==> src/rtl/timer_pkg.sv <==
// Shared definitions for the APB timer: register map, TCR/TSR bit positions,
// prescaler select encodings and the prescaler tick decoder.
package timer_pkg;

  // Register map
  localparam logic [7:0] AddrTdr  = 8'h00;
  localparam logic [7:0] AddrTcr  = 8'h01;
  localparam logic [7:0] AddrTsr  = 8'h02;
  localparam logic [7:0] AddrTcnt = 8'h03;

  // TCR field positions
  localparam int unsigned TcrLoadBit = 7;
  localparam int unsigned TcrDownBit = 5;
  localparam int unsigned TcrEnBit   = 4;

  // TSR flag positions
  localparam int unsigned TsrOvfBit = 0;
  localparam int unsigned TsrUdfBit = 1;

  // Prescaler select: tick every 2/4/8/16 clocks
  typedef enum logic [1:0] {
    CksDiv2  = 2'b00,
    CksDiv4  = 2'b01,
    CksDiv8  = 2'b10,
    CksDiv16 = 2'b11
  } cks_e;

  // Tick when the low bits of the free-running prescaler are all ones, so each
  // division ratio fires exactly once per period without restarting anything.
  function automatic logic cks_tick(input logic [3:0] presc, input cks_e cks);
    logic t;
    unique case (cks)
      CksDiv2:  t = presc[0];
      CksDiv4:  t = &presc[1:0];
      CksDiv8:  t = &presc[2:0];
      CksDiv16: t = &presc;
      default:  t = 1'b0;
    endcase
    return t;
  endfunction

endpackage

==> src/rtl/timer_counter.sv <==
// 8-bit up/down counter with a free-running 4-bit prescaler. Load has priority
// over counting; ovf_o/udf_o pulse for one cycle on wrap.
module timer_counter
  import timer_pkg::*;
(
  input  logic       clk_i,
  input  logic       rst_ni,
  input  logic       en_i,
  input  logic       load_i,
  input  logic       down_i,
  input  cks_e       cks_i,
  input  logic [7:0] load_val_i,
  output logic [7:0] cnt_o,
  output logic       ovf_o,
  output logic       udf_o
);

  logic [3:0] presc_q, presc_d;
  logic [7:0] cnt_q, cnt_d;
  logic       tick;

  assign presc_d = presc_q + 4'd1;
  assign tick    = cks_tick(presc_q, cks_i);
  assign cnt_o   = cnt_q;

  // Next counter value and wrap pulses
  always_comb begin
    cnt_d = cnt_q;
    ovf_o = 1'b0;
    udf_o = 1'b0;
    if (load_i) begin
      cnt_d = load_val_i;
    end else if (en_i && tick) begin
      if (down_i) begin
        cnt_d = cnt_q - 8'd1;
        udf_o = (cnt_q == 8'h00);
      end else begin
        cnt_d = cnt_q + 8'd1;
        ovf_o = (cnt_q == 8'hff);
      end
    end
  end

  // Prescaler and counter state
  always_ff @(posedge clk_i or negedge rst_ni) begin
    if (!rst_ni) begin
      presc_q <= 4'd0;
      cnt_q   <= 8'h00;
    end else begin
      presc_q <= presc_d;
      cnt_q   <= cnt_d;
    end
  end

endmodule

==> config.mk <==
export PLATFORM = sky130hd
export DESIGN_NAME = timer_counter
export DESIGN_NICKNAME = d
export VERILOG_FILES = /design/src/rtl/timer_pkg.sv /design/src/rtl/timer_counter.sv
export SDC_FILE = /design/constraint.sdc
export NUM_CORES = 1
export LEC_CHECK = 0
export CORE_MARGIN = 2
export CORE_UTILIZATION = 35
export CTS_BUF_LIST = sky130_fd_sc_hd__clkbuf_8
export DETAILED_ROUTE_END_ITERATION = 12
export DONT_BUFFER_PORTS = 1
export HOLD_SLACK_MARGIN = 0.15
export SYNTH_ARGS = -nofsm -noshare
export SYNTH_HDL_FRONTEND = slang
export SYNTH_SLANG_ARGS = --single-unit
==> constraint.sdc <==
create_clock -name clk_i -period 2 [get_ports clk_i]
set_input_delay 0.3 -clock clk_i [delete_from_list [all_inputs] [get_ports clk_i]]
set_output_delay 0.3 -clock clk_i [all_outputs]
set_load 0.005 [all_outputs]
==> impl_metrics.py, run 1 <==
metrics = {
    "yosys": {
        "synth.distinct_cells": 29,
        "ys.flop_type": "dfrtp_1",
        "yosysWarnings": 0,
        "yosys.area.top_type": "dfrtp_1",
        "syn_nets": 121,
        "synthCells": 97,
        "yosysMostFrequentCell": "dfrtp_1",
        "synth_common_cells": "dfrtp_1, nand2_1, o21ai_0",
        "syn_area_per_cell_sq_um": 8.93,
        "synthArstFlopShare": 1.00,
        "synth_seq_cells": 12,
        "synth_edf_count": 0,
        "synth_area_sq_um": 866,
        "synth_seq_area_share": 0.347,
        "ys_top_cells_by_area": "dfrtp_1, ha_1, xnor2_1",
        "netlist.area_leader.share": 0.347,
    },
    "detailed_routing": {
        "top_layer_used": "met4",
        "drt_wl_total_um": 2190,
        "drt_iter0_drc": 13,
        "drt-wirelength-per-cell_um": 15.3,
        "vias": 764,
        "ant_nets": 0,
        "dr.pass1.iters": 4,
        "wl_met1_um": 919,
        "drc_errors": 0,
        "met3_length_um": 165,
        "routed_via_density": 5.34,
        "wl_met2_um": 1090,
    },
    "place": {
        "dpl.hpwl_um": 1610,
        "port_buffers": 0,
        "place.gp.congestion": 0.763,
    },
    "sta": {
        "setup_viol_count_final": 0,
        "relSlewSlack": 0.641,
        "layout_min_cycle_time_ps": 1990,
        "fmax_mhz": 504,
        "tightest_slew_ps": 536,
        "setup-tns-final_ps": 0,
        "min_period_over_period": 0.993,
        "whs_ps": 171,
        "rsz0062_at_grt": "true",
        "timing_max_transition_violations_final": 0,
        "clock_skew_ps": 0.808,
        "hold_viol": 0,
    },
    "worst_setup_path": {
        "rrSetupSlack_ps": 50,
        "worst-path-max-fanout": 4,
        "cp_data_arrival_time_ps": 1690,
        "r2r_start": "cnt_o[2]",
        "rr_endpoint": "cnt_o[7]",
        "worst_path_dominant_cell_family": "simple AND/OR/NAND/NOR gates",
        "crit_chain": "buf_6, or4_4, nor3_4, nand4_1, nor2_1",
        "reg2reg_depth": 7,
        "end_kind": "output pin",
        "critPathMaxStageDelay_ps": 520,
        "startpoint_type": "flop",
        "crit_slowest_cell": "or4_4",
        "worst-setup-path-type": "flop to output pin",
        "critPathBufInv": 1,
        "required_ps": 1700,
    },
    "cts": {
        "cts_made_buffers": 3,
        "clockBufferDepth": 2,
        "cts_max_level": 1,
        "clock_latency_ps": 230,
        "path_clk_slew_ps": 50,
        "cts-root-buf": "clkbuf_8",
        "cts_tree": "yes",
        "cts.sinks": 12,
    },
    "power_and_ir_drop": {
        "power_density_nw_per_um2": 642,
        "power.internal_uw": 522,
        "ir_drop_mv": 0.309,
        "swShare": 0.298,
        "power.share.clock": 0.289,
        "p_comb_frac": 0.341,
        "switching_power_uw": 221,
        "p_leak_uw": 0.000513,
        "p_seq_frac": 0.370,
    },
    "grt": {
        "antenna_found_initial": 0,
        "grt_pass1_vias": 784,
        "grt_pass1_wl_um": 3310,
        "grt_usage": 0.161,
        "grt_max_degree": 18,
        "grt_overflow": 0,
    },
    "die": {
        "chipHeight_um": 53.7,
        "start_util": 0.359,
        "coreArea_sq_um": 2410,
        "top_level_ports": 25,
        "die_width_um": 53.7,
        "die_area_sq_um": 2890,
        "rows": 18,
    },
    "hold_path": {
        "min_path_cells": 1,
        "whs_endpoint": "cnt_o[0]",
        "min_from": "load_i",
        "hp-class": "input pin to flop",
    },
    "final_layout": {
        "drive_above_1_share": 0.301,
        "final_nets": 139,
        "syn_to_final_growth_pct": 33.8,
        "num_antenna_cells": 0,
    },
    "flow_run": {
        "drv_cap": 0,
    },
    "outcome": {
        "status": "completed",
    },
}
[how the worst max path moves through the flow]
stage,startpoint,end,cells after the start
finish,cnt_o[4],udf_o,5
global placement,cnt_o[1],cnt_o[7],7
global route,presc_q[0],udf_o,8
floorplan,cnt_o[4],cnt_o[7],7
detailed placement,cnt_o[1],cnt_o[7],7
CTS,presc_q[0],ovf_o,8
[registers in the layout, summed over array words and instances, names as in the netlist]
signal and flops:
presc_q 4, cnt_o 8
[timing repair]
action                                  in CTS  in global routing
endpoints found under the hold margin       12                  0
pin swaps                                    8                  9
endpoints found under the setup margin       2                  3
cloned                                       0                  0
gates resized for setup                      6                 14
hold buffers                                 1                  0
setup buffers                                2                  2
[cells in the final DEF (no fill, tap or decap), types with 2 or more instances in the layout]
| master | count |
|---|---|
| a211oi_2 | 2 |
| a21o_1 | 4 |
| a21oi_1 | 8 |
| buf_4 | 12 |
| buf_6 | 3 |
| clkbuf_8 | 3 |
| dfrtp_1 | 12 |
| ha_1 | 3 |
| ha_2 | 2 |
| ha_4 | 3 |
| inv_1 | 6 |
| mux2i_1 | 2 |
| nand2_1 | 10 |
| nand3_1 | 3 |
| nand4_1 | 2 |
| nor2_1 | 4 |
| o21ai_0 | 8 |
| xnor2_1 | 6 |
[cell families (layout without fill, tap and decap cells)]
kind of cell    Yosys count  after routing  synth area share
mux                       3              3            0.0347
flops                    12             12             0.347
fa+ha+maj                 9              9             0.139
buf+inv                   9             25            0.0405
xor+xnor                  7              7            0.0708
compound gates           28             28             0.205
simple gates             29             29             0.163
[per-layer routing]
| layer | vias up | global-route usage |
|---|---|---|
| li1 | 380 | - |
| met1 | 360 | 0.199 |
| met4 | 0 | 0.0513 |
| met3 | 2 | 0.0500 |
| met5 | - | 0 |
| met2 | 22 | 0.264 |
[final cells by class]
class,instances,area (sq um)
Clock buffer,3,41.3
Sequential cell,12,300
Tap cell,30,37.5
Fill cell,228,1250
Inverter,6,22.5
Timing Repair Buffer,16,134
Multi-Input combinational cell,76,623
[power groups by stage]
| stage | clock, uW | sequential (uW) | combinational [uW] |
|---|---|---|---|
| finish | 215 | 275 | 254 |
| global route | 232 | 277 | 283 |
| CTS | 225 | 273 | 229 |
| detailed placement | 0 | 276 | 210 |
| global placement | 0 | 276 | 206 |
| floorplan | 0 | 284 | 144 |
[through the flow]
stage	worst slack, ps	util	total power (uW)	area, sq um	std cells
3_3_place_gp	49.6	0.404	482	973	135
6_report	13.9	0.481	744	1160	143
3_5_place_dp	38.1	0.404	486	973	135
4_1_cts	-143	0.441	727	1060	141
2_1_floorplan	69.9	-	428	866	97
5_1_grt	-62.2	0.481	792	1160	143
Note: power is estimated with default switching activity, not from simulation.
==> inputs of run 2 (changes only) <==
CORE_MARGIN = not set   (was 2)
RECOVER_POWER = 25   (was not set)
clock period = 2.3 ns   (was 2 ns; I/O delays follow)
==> run 2 against run 1 <==
Die area shrank 7.3%. Flip-flop and latch count did not move. Hold slack improved by 28 ps. Count of clock-buffer cells in the layout up 1. Clock skew grew 5.9 ps. Via count down 4.2%. Routed wire length down 9.2%. Largest cell class unchanged. Largest power group unchanged.
==> impl_metrics.py, run 2 (same netlist as run 1, synthesis figures left out) <==
metrics = {
    "outcome": {
        "status": "completed",
    },
    "die": {
        "rows": 17,
        "die_width_um": 51.7,
        "start_util": 0.380,
        "chipHeight_um": 51.7,
        "coreArea_sq_um": 2280,
        "die_area_sq_um": 2680,
        "top_level_ports": 25,
    },
    "grt": {
        "grt_pass1_wl_um": 3380,
        "grt_usage": 0.176,
        "grt_pass1_vias": 758,
        "grt_overflow": 0,
        "grt_max_degree": 18,
        "antenna_found_initial": 0,
    },
    "worst_setup_path": {
        "worst-path-max-fanout": 4,
        "required_ps": 1960,
        "reg2reg_depth": 7,
        "startpoint_type": "flop",
        "cp_data_arrival_time_ps": 1820,
        "end_kind": "output pin",
        "worst-setup-path-type": "flop to output pin",
    },
    "sta": {
        "hold_viol": 0,
        "whs_ps": 199,
        "relSlewSlack": 0.629,
        "layout_min_cycle_time_ps": 2160,
        "fmax_mhz": 462,
        "setup_viol_count_final": 0,
        "timing_max_transition_violations_final": 0,
        "tightest_slew_ps": 554,
        "clock_skew_ps": 6.68,
        "min_period_over_period": 0.941,
    },
    "detailed_routing": {
        "ant_nets": 0,
        "vias": 732,
        "drt_wl_total_um": 1990,
        "dr.pass1.iters": 4,
        "routed_via_density": 5.59,
        "drt_iter0_drc": 17,
        "drc_errors": 0,
        "drt-wirelength-per-cell_um": 15.2,
    },
    "cts": {
        "cts_tree": "yes",
        "post_cts_buffers": 0,
        "cts_max_level": 1,
        "path_clk_slew_ps": 60,
        "cts_made_buffers": 3,
        "cts.sinks": 12,
        "clockBufferDepth": 2,
        "clock_latency_ps": 250,
        "cts-root-buf": "clkbuf_8",
    },
    "place": {
        "placed_area_sq_um": 918,
        "place.gp.congestion": 0.855,
        "port_buffers": 0,
        "dpl.hpwl_um": 1580,
    },
    "flow_run": {
        "drv_cap": 0,
    },
    "final_layout": {
        "syn_to_final_growth_pct": 15.5,
        "stdcell_area_sq_um": 1000,
        "nFillCells": 222,
        "final_nets": 128,
        "layout_common_cells": "dfrtp_1, nand2_1, o21ai_0, a21oi_1, ha_1",
        "largest_reg_flops": 8,
        "drive_above_1_share": 0.126,
        "num_antenna_cells": 0,
        "final_common_cell": "dfrtp_1",
    },
    "power_and_ir_drop": {
        "swShare": 0.292,
        "p_comb_frac": 0.257,
        "power_density_nw_per_um2": 647,
        "power.share.clock": 0.364,
        "p_leak_uw": 0.000462,
        "switching_power_uw": 189,
        "ir_drop_mv": 0.331,
        "power.internal_uw": 458,
        "total_power_uw": 647,
        "p_seq_frac": 0.379,
    },
    "hold_path": {
        "min_path_cells": 1,
        "hp-class": "input pin to flop",
    },
}
==> run 2: cell count changes in the layout (fill, tap and decap cells not counted), sizes merged <==
cell / before / now
buf: 15 / 4
clkbuf: 3 / 4
==> run 2: per-layer routing <==
metal	vias to the layer above	global-route usage	routed length (um)
met5	-	0	0
met4	0	0.0541	10
met3	2	0.0585	140
met2	23	0.286	942
met1	350	0.220	893
li1	357	-	-
==> run 2: path summary, 6_finish.rpt <==
kind                       slack [ps]       start         end
hold / removal                    200      load_i    cnt_o[3]
hold reg to reg                   470  presc_q[3]  presc_q[3]
setup / recovery                  140  presc_q[0]       ovf_o
setup reg to reg                  260    cnt_o[4]    cnt_o[7]
max in group asynchronous        1400      rst_ni    cnt_o[5]
min in group asynchronous         520      rst_ni    cnt_o[1]
==> run 2: metrics by stage <==
step | utilization | TNS (ps) | instances | worst slack (ps)
after CTS | 0.432 | 0 | 131 | 41.7
after global placement | 0.404 | 0 | 126 | 325
after global routing | 0.439 | -2.17 | 131 | -2.17
final | 0.439 | 0 | 131 | 136
after detailed placement | 0.404 | 0 | 126 | 263
after floorplan | - | 0 | 97 | 370
==> run 2: final cells by class <==
cell class                      instances  area, sq um  share of cell area
Clock buffer                            4         55.1              0.0551
Inverter                                6         22.5              0.0225
Multi-Input combinational cell         76          547               0.547
Sequential cell                        12          300               0.300
Tap cell                               28         35.0              0.0350
Timing Repair Buffer                    5         40.0              0.0401
==> run 2: critical path, stage by stage, from the launching register on <==
cell	delay, ps
dfrtp_1	390
ha_1	190
ha_1	150
mux2i_1	70
o22ai_1	220
and2_4	200
nand2b_4	70
nor4_2	300
==> run 2: repair_timing <==
action                     in CTS  in global routing
setup endpoints to repair       0                  1
hold endpoints to repair       12                  0
hold buffers                    1                  0
resized for setup               0                  3
==> run 2: power by group through the flow <==
stage | logic (uW) | registers [uW] | clock network (uW)
5_1_grt | 189 | 248 | 256
4_1_cts | 165 | 246 | 243
6_report | 166 | 246 | 236
3_5_place_dp | 158 | 250 | 0
3_3_place_gp | 154 | 249 | 0
2_1_floorplan | 125 | 247 | 0
==> inputs of run 3 (changes only) <==
ABC_AREA = 1   (was not set)
==> run 3 against run 2 <==
Sequential share of layout area is 2.4 points lower. Fmax is 10% higher. Total power is 9.1% higher. Critical endpoint is now udf_o. Largest cell class unchanged.
==> impl_metrics.py, run 3 <==
metrics = {
    "outcome": {
        "status": "completed",
    },
    "yosys": {
        "yosysWarnings": 0,
        "ys_top_cells_by_area": "dfrtp_1, nand2_1, ha_1",
        "synth_mux_area_frac": 0,
        "ys.flop_type": "dfrtp_1",
        "syn_area_per_cell_sq_um": 6.89,
        "netlist.area_leader.share": 0.297,
        "synthArstFlopShare": 1.00,
        "synthSimpleGateAreaFrac": 0.419,
        "synth_seq_cells": 12,
        "synth_area_sq_um": 1010,
        "syn_nets": 171,
        "synthCells": 147,
        "synth_compound_area_frac": 0.0420,
        "yosysMostFrequentCell": "nand2_1",
        "synth_edf_count": 0,
        "synth_top_family_by_area": "simple AND/OR/NAND/NOR gates",
        "synth-adder-area-share": 0.119,
        "synth.distinct_cells": 24,
        "yosys.area.top_type": "dfrtp_1",
        "synth_xor_area_frac": 0.0173,
        "synth_common_cells": "nand2_1, inv_1, nand3_1",
        "synth_seq_area_share": 0.297,
    },
    "hold_path": {
        "whs_endpoint": "cnt_o[5]",
        "hp-class": "input pin to flop",
        "min_from": "load_i",
        "min_path_cells": 2,
    },
    "power_and_ir_drop": {
        "power_density_nw_per_um2": 651,
        "p_leak_uw": 0.000616,
        "ir_drop_mv": 0.358,
    },
    "grt": {
        "grt_usage": 0.168,
        "grt_overflow": 0,
        "use_met1": 0.223,
        "grt-busiest-layer": "met2",
        "grt_use_met2": 0.262,
        "antenna_found_initial": 0,
        "grt_pass1_vias": 915,
        "grt_pass1_wl_um": 4080,
        "grt_use_met3": 0.0233,
        "grt_max_degree": 13,
    },
    "sta": {
        "timing_max_transition_violations_final": 0,
        "tightest_slew_ps": 586,
        "hold_viol": 0,
        "rsz0062_at_grt": "false",
        "layout_min_cycle_time_ps": 1960,
        "relSlewSlack": 0.608,
        "min_period_over_period": 0.852,
        "fmax_mhz": 510,
        "setup-tns-final_ps": 0,
        "setup_viol_count_final": 0,
        "clock_skew_ps": 2.25,
    },
    "worst_setup_path": {
        "cp_data_arrival_time_ps": 1620,
        "end_kind": "output pin",
        "crit_chain": "ha_1, ha_1, inv_1, nand2_1, nand3_2, nand2_2, nand3_2, nor3_1",
        "worst-setup-path-type": "flop to output pin",
        "crit_slowest_cell": "dfrtp_1",
        "rrSetupSlack_ps": 700,
        "critPathMaxStageDelay_ps": 370,
        "reg2reg_depth": 10,
        "rr_endpoint": "cnt_o[6]",
        "r2r_start": "cnt_o[0]",
        "required_ps": 1960,
        "startpoint_type": "flop",
        "worst-path-max-fanout": 3,
    },
    "die": {
        "rows": 19,
        "coreArea_sq_um": 2760,
        "top_level_ports": 25,
        "chipHeight_um": 55.8,
        "start_util": 0.367,
        "die_width_um": 55.8,
        "die_area_sq_um": 3110,
    },
    "cts": {
        "cts_made_buffers": 3,
        "cts_tree": "yes",
        "cts_hold_buf": 1,
        "post_cts_buffers": 0,
        "cts.sinks": 12,
        "clockBufferDepth": 2,
        "path_clk_slew_ps": 50,
        "cts_max_level": 1,
        "cts-root-buf": "clkbuf_8",
        "clock_latency_ps": 240,
        "cts_resized": 0,
    },
    "flow_run": {
        "drv_cap": 0,
    },
    "place": {
        "placed_area_sq_um": 1030,
        "place.gp.congestion": 0.861,
        "port_buffers": 0,
        "dpl.hpwl_um": 1900,
    },
    "detailed_routing": {
        "ant_nets": 0,
        "drt_wl_total_um": 2370,
        "vias": 938,
        "routed_via_density": 5.21,
        "drc_errors": 0,
        "drt-wirelength-per-cell_um": 13.2,
        "dr.pass1.iters": 4,
        "drt_iter0_drc": 37,
    },
    "final_layout": {
        "syn_to_final_growth_pct": 7.17,
        "drive_above_1_share": 0.0604,
        "layout_common_cells": "nand2_1, inv_1, nand3_1, dfrtp_1, ha_1",
        "final_nets": 175,
        "num_antenna_cells": 0,
        "final_common_cell": "nand2_1",
        "stdcell_area_sq_um": 1080,
        "largest_reg_flops": 8,
    },
}
## run 3: where the power goes
group	total, uW	switching (uW)	internal, uW
clock	191	75.7	115
combinational	240	147	92.7
sequential	275	40.5	235
## run 3: worst max path at each step
stage / slack [ps] / end / from
5_1_grt: 220 / udf_o / presc_q[0]
3_3_place_gp: 610 / udf_o / presc_q[0]
2_1_floorplan: 790 / udf_o / presc_q[0]
6_report: 340 / udf_o / presc_q[0]
3_5_place_dp: 590 / udf_o / presc_q[0]
4_1_cts: 320 / udf_o / presc_q[0]
## run 3: final cells by class
type                    count  area [sq um]
clock buffers               3          41.3
fillers                   315          1670
inverters                  24          90.1
multi-input cells         109           604
flip-flops and latches     12           300
well taps                  31          38.8
repair buffers              1          10.0
## run 3: cells by family after synthesis
group | count (synthesis)
and+or+nand+nor | 90
xor gates and xnor gates | 2
AOI/OAI and AO/OA | 8
adders and majority gates | 9
DFF | 12
buffers and inverters | 26
## run 3: metrics by stage
stage / util / hold slack (ps) / power, uW / worst slack (ps) / instances
4_1_cts: 0.393 / 230 / 713 / 318 / 180
2_1_floorplan: - / 49.4 / 463 / 790 / 147
5_1_grt: 0.393 / 239 / 767 / 220 / 180
6_report: 0.393 / 236 / 706 / 340 / 180
3_3_place_gp: 0.375 / 49.6 / 507 / 608 / 176
3_5_place_dp: 0.375 / 49.6 / 510 / 592 / 176
## run 3: critical path, delay by kind of cell, from the launching register on
family / cells / cell delay [ps]
adder cells (fa/ha/maj): 2 / 350
buffers and inverters: 1 / 40
AND/OR/NAND/NOR: 5 / 620
flip-flops: 1 / 370
## run 3: layer usage
metal | share of wire | routed length (um)
met1 | 0.46 | 1100
met5 | 0 | 0
met3 | 0.046 | 108
met4 | 0.032 | 76
met2 | 0.46 | 1080
